$ cat src/rtl/sync_debouncer.sv
// Per-bit glitch filter with rise/fall event pulses for already-synchronized slow status lines.
// A new level appears on debounced STABLE_CYCLES enabled samples after it is first seen; no flow control.
module sync_debouncer #(
    parameter int               WIDTH         = 1,
    parameter int               STABLE_CYCLES = 16,
    parameter logic [WIDTH-1:0] RESET_VALUE   = '0
) (
    input  logic             reset,
    input  logic             clk,
    input  logic [WIDTH-1:0] sync_data,
    input  logic             sample_en,
    output logic [WIDTH-1:0] debounced,
    output logic [WIDTH-1:0] rise,
    output logic [WIDTH-1:0] fall,
    output logic [WIDTH-1:0] busy
);

    localparam int CW = (STABLE_CYCLES < 1) ? 1 : $clog2(STABLE_CYCLES + 1);
    localparam logic [CW-1:0] LAST = (STABLE_CYCLES < 1) ? '0 : CW'(STABLE_CYCLES - 1);
    localparam logic [CW-1:0] ONE  = CW'(1);

    generate
        if (STABLE_CYCLES < 1) begin : g_bad_stable_cycles
            $error("sync_debouncer: STABLE_CYCLES must be at least 1");
        end
    endgenerate

    logic [CW-1:0]    cnt_q [WIDTH];
    logic [CW-1:0]    cnt_d [WIDTH];
    logic [WIDTH-1:0] level_d;
    logic [WIDTH-1:0] rise_d;
    logic [WIDTH-1:0] fall_d;
    logic [WIDTH-1:0] busy_d;

    always_comb begin
        level_d = debounced;
        rise_d  = '0;
        fall_d  = '0;
        busy_d  = '0;
        for (int i = 0; i < WIDTH; i++) begin
            cnt_d[i] = cnt_q[i];
            // Any sample at the stable level restarts qualification, strobe or not.
            if (sync_data[i] == debounced[i]) begin
                cnt_d[i] = '0;
            end else if (sample_en) begin
                if (cnt_q[i] == LAST) begin
                    level_d[i] = sync_data[i];
                    cnt_d[i]   = '0;
                    rise_d[i]  = sync_data[i];
                    fall_d[i]  = ~sync_data[i];
                end else begin
                    cnt_d[i] = cnt_q[i] + ONE;
                end
            end
            busy_d[i] = (cnt_d[i] != '0);
        end
    end

    always_ff @(posedge clk or posedge reset) begin
        if (reset) begin
            debounced <= RESET_VALUE;
            rise      <= '0;
            fall      <= '0;
            busy      <= '0;
            for (int i = 0; i < WIDTH; i++) begin
                cnt_q[i] <= '0;
            end
        end else begin
            debounced <= level_d;
            rise      <= rise_d;
            fall      <= fall_d;
            busy      <= busy_d;
            cnt_q     <= cnt_d;
        end
    end

endmodule

$ cat config.mk
export PLATFORM = sky130hd
export DESIGN_NAME = sync_debouncer
export DESIGN_NICKNAME = d
export VERILOG_FILES = /design/src/rtl/sync_debouncer.sv
export SDC_FILE = /design/constraint.sdc
export NUM_CORES = 1
export LEC_CHECK = 0
export BUFFER_PORTS_ARGS = -buffer_cell sky130_fd_sc_hd__buf_2
export CAP_MARGIN = 20
export CORE_AREA = 2 2 39 41
export CTS_BUF_LIST = sky130_fd_sc_hd__clkbuf_8
export CTS_CLUSTER_DIAMETER = 150
export CTS_CLUSTER_SIZE = 24
export DETAILED_ROUTE_END_ITERATION = 10
export DIE_AREA = 0 0 41 43
export GPL_ROUTABILITY_DRIVEN = 0
export PLACE_DENSITY = 0.5
export SLEW_MARGIN = 5
export SYNTH_ARGS = -nofsm -noshare
export SYNTH_HDL_FRONTEND = slang
export SYNTH_SLANG_ARGS = --single-unit
$ cat constraint.sdc
create_clock -name clk -period 1.4 [get_ports clk]
set_input_delay 0.07 -clock clk [delete_from_list [all_inputs] [get_ports clk]]
set_output_delay 0.07 -clock clk [all_outputs]
set_load 0.05 [all_outputs]
Word level (Yosys, flattened, before mapping):

Cells that the tools add are included.
Widths: inputs -> output; s select.

* output and inout bits: 4
* input bits: 4
* word-level logic and storage cells: 21
* register bits after elaboration: 9

* reductions and logical operators: 2
* multiplexer cells: 9
* bitwise operators: 2
* add/subtract/negate cells: 1
* equality and inequality tests: 2

Operators by type and width (count)
* $mux 5: 3
* $mux 1: 6
* $add 5x1->5 const B: 1
* $eq 5x4->1 const B: 1
* $reduce_bool 5->1: 1
* $reduce_and 3->1: 1
* $not 1->1: 2
* $eq 1x1->1: 1

Depth between registers and ports, before layout:

* depth after elaboration: 5
* gate-level depth with buffers: 5
* depth with buffers taken out: 5

Worst setup path before layout:

No wires, ideal clock.

* path type: reg-to-reg
* from: register debounced
* to: register cnt_q[4] (netlist bit)
* data required time: 1279 ps
* arrival: 1223 ps
* cell stages (with the launch flop): 3
* path buffers: 0
* path slack: 57 ps
* period minus slack after synthesis: 1343 ps
* setup time: 121 ps
* cell sequence: dfrtp_1 > xnor2_1 > and3b_2

RTL lines
* start, declared: RTL line 12 `output logic [WIDTH-1:0] debounced,`
* start signal, assigned: RTL line 69 `debounced <= level_d;`
* end signal, assigned: RTL line 73 `cnt_q <= cnt_d;`
* end, declared: RTL line 28 `logic [CW-1:0] cnt_q [WIDTH];`

Final worst setup path:

* from: register cnt_q[1] (netlist bit)
* to: register busy

* longest elaborated chain between the ends: 5
* elaborated cells on any way between the ends: 6
* classes of those cells: add/sub: 1; eq/ne: 1; mux: 3; reduce/logical: 1

RTL lines
* $add 5x1->5 / $eq 5x4->1 (equally long branches): RTL line 52, 46
* $mux 5: RTL line 46 `if (cnt_q[i] == LAST) begin`
* $mux 5 *: RTL line 45 `end else if (sample_en) begin`
* $mux 5 *: RTL line 43 `if (sync_data[i] == debounced[i]) begin`
* $reduce_bool 5->1 *: RTL line 55 `busy_d[i] = (cnt_d[i] != '0);`
* net busy_d: RTL line 33 `logic [WIDTH-1:0] busy_d;`
* end signal, assigned: RTL line 72 `busy <= busy_d;`
* end, declared: RTL line 15 `output logic [WIDTH-1:0] busy`

Mark *: on every way through the listed nets, which the timed path passes. The rest lies on a longest branch.
A chain may end at the register's enable or synchronous reset.

==> run_results.csv <==
group,metric,value,unit
setup_path,worst_path_max_delay_cell,"sky130_fd_sc_hd__dfrtp_1",
detailed_routing,drt.antenna.violating_nets,0,
synthesis,synth_seq_cells,9,
detailed_routing,routed_via_density,4.861,
floorplanning,io_pins,8,
sta,grt_setup_unrepaired,"false",
sta,final.setup_skew,0.001673,ns
final_layout,final_net_count,62,
power_and_ir_drop,power.ir.vdd_worst,472.7,uV
setup_path,critical_path.top_delay_family,"compound AO/OA/AOI/OAI gates",
final_layout,layout_commonest_cell,"sky130_fd_sc_hd__dfrtp_1",
floorplanning,core_area,1384,um^2
floorplanning,die_area,1763,um^2
detailed_routing,wl,864,um
setup_path,required,1.55,ns
clock_tree,clk-insertion-delay-late,0.23,ns
synthesis,yosysSeqAreaShare,49.59,%
sta,final_max_slew_viol_count,0,
outcome,outcome,"finished clean",
detailed_routing,drc_errors,0,
synthesis,syn_area,454.2,um^2
global_routing,grt_first_pass_wirelength,1462,um
setup_path,worst-path-max-fanout,4,
synthesis,syn_nets,48,
placement,place_inst,67,
power_and_ir_drop,p_total,0.6409,mW
final_layout,post-route-util,41.32,%
setup_path,critical_path.n_buffers_inverters,0,
synthesis,synth_area_per_cell,10.56,um^2
sta,setup_total_negative_slack,0,ns
synthesis,syn-instance-count,43,
clock_tree,clock_tree.buffer_depth,2,
sta,timing.max_slew.rel_slack,76.38,%
floorplanning,chipWidth,41,um
clock_tree,cts_buffers,3,
clock_tree,clkTransAtPathRegs,0.04,ns
sta,final_hold_fails,0,
synthesis,postSynth.topFlopCell,"sky130_fd_sc_hd__dfrtp_1",
floorplanning,number_of_placement_rows,14,
placement,placement.io_buffers,7,
final_layout,final_cell_mix,"9 x sky130_fd_sc_hd__dfrtp_1, 7 x sky130_fd_sc_hd__buf_2, 5 x sky130_fd_sc_hd__nand2_1, 5 x sky130_fd_sc_hd__nor2_1",
global_routing,first_global_vias,346,
global_routing,grt_start_max_net_pins,10,
global_routing,gr-usage-all-layers,12.96,%
clock_tree,post_cts.repair.setup_buffers,0,
sta,max_slew.worst_pin.slew,0.3539,ns
clock_tree,total_number_of_h_tree_levels,1,
final_layout,antenna-diode-count,0,
clock_tree,cts_tree,"built",
power_and_ir_drop,p_leak,0.2903,nW
synthesis,async_reset_ff_share,100.0,%
synthesis,yosys_warnings,0,
detailed_routing,first_iter_violations,5,
synthesis,synth_cell_type_count,21,
floorplanning,initial_utilization,32.82,%
setup_path,crit_path_end_kind,"flop",
sta,final_min_period_over_clock_period,93.99,%
placement,postPlaceCellArea,516.7,um^2
setup_path,worst-setup-path-type,"flop to flop",
global_routing,global_route.overflow_total,0,
setup_path,worst_path_cell_trace,"ha_1 > nand2_1 > a21oi_1 > a22o_2 > a31oi_1",
setup_path,setup.worst_path.start_class,"flop",
detailed_routing,drt_pre_antenna_iters,4,
run,max_cap_violations,0,
clock_tree,clock_tree.root_cell,"sky130_fd_sc_hd__clkbuf_8",
final_layout,drive_above_1_share,32.14,%
setup_path,slowest_delay,0.40,ns
setup_path,cp.arrival,1.46,ns
floorplanning,die_y,43,um
detailed_routing,dr_total_vias,350,
sta,fmax,759.9,MHz
power_and_ir_drop,power_density,1121,nW/um^2
global_routing,initial_antenna_violation_count,0,
clock_tree,cts_num_sinks,9,
final_layout,synthToLayoutAreaGrowth,25.90,%
final_layout,final_area,571.8,um^2
synthesis,synth_enable_flop_cells,0,
placement,dp.final_hpwl,598.5,um
final_layout,layoutNonFillerInstCount,72,
sta,timing.final.setup_violations,0,
sta,final_period_minus_worst_setup_slack,1.316,ns
detailed_routing,wl_per_cell,12.00,um
worst_hold_path,timing.hold.worst.class,"primary input to flop",
## cells by family (layout without fill, tap and decap cells)
logic type,count (synthesis),count (layout),synth area share (%)
simple gates,19,19,25.62
mux,1,1,2.204
fa+ha+maj,1,1,2.754
buf+inv,3,16,3.307
flops,9,9,49.59
compound gates,6,6,8.818
xor+xnor,4,4,7.715
## cell usage after synthesis (2+ instances only)
master	count	area, um^2
sky130_fd_sc_hd__nand2_1	5	18.77
sky130_fd_sc_hd__nor3_1	2	10.01
sky130_fd_sc_hd__dfrtp_1	9	225.2
sky130_fd_sc_hd__a21oi_1	2	10.01
sky130_fd_sc_hd__xnor2_1	3	26.28
sky130_fd_sc_hd__nor3b_2	2	25.02
sky130_fd_sc_hd__inv_1	2	7.510
sky130_fd_sc_hd__nor2_1	5	18.77
## through the flow
| step | worst slack (ns) | hold WS [ns] |
|---|---|---|
| floorplan | 0.05654 | -0.1021 |
| global placement | 0.1549 | 0.05415 |
| detailed placement | 0.1138 | 0.05985 |
| CTS | 0.07195 | 0.04281 |
| global route | 0.01190 | 0.04871 |
| finish | 0.08412 | 0.04556 |
## area by class of cell
type / count / area (um^2)
fill: 145 / 812.0
sequential: 9 / 225.2
multi-input combinational: 31 / 214.0
timing repair buffer: 10 / 60.06
clock buffer: 3 / 41.29
tap: 16 / 20.02
inverter: 2 / 7.507
clock inverter: 1 / 3.754
## layer usage
layer	track usage, %	up-vias	part of all wire (%)
li1	-	172	-
met1	16.83	159	42
met2	17.50	15	49
met3	4.712	4	6.5
met4	8.000	0	2.7
met5	0	-	0
## flip-flops by register name (all words and copies together) (netlist names)
register / count
busy: 1
cnt_q: 5
debounced: 1
fall: 1
rise: 1
## path summary, 6_finish.rpt
path                                 from        end  slack (ns)  cells after the start
worst min-delay path            sync_data       fall        0.05                      2
worst max-delay path             cnt_q[1]       busy        0.08                      5
worst min register to register  debounced       rise        0.51                      1
max in group asynchronous           reset  debounced        0.80                      3
min in group asynchronous           reset   cnt_q[4]        0.34                      3
worst max register to register   cnt_q[1]       busy        0.08                      5
## where the power goes
| part | switching (mW) | total, mW | internal [mW] |
|---|---|---|---|
| combinational | 0.0432 | 0.0720 | 0.0288 |
| sequential | 0.00595 | 0.276 | 0.270 |
| clock | 0.102 | 0.293 | 0.191 |
| total | 0.151 | 0.641 | 0.490 |
## repair_timing
action                                  4_1_cts  5_1_grt
hold buffers                                  1        0
resized for setup                             0        0
hold endpoints to repair                      9        0
endpoints found under the setup margin        0        0
Power figures use the tool's default switching activity.
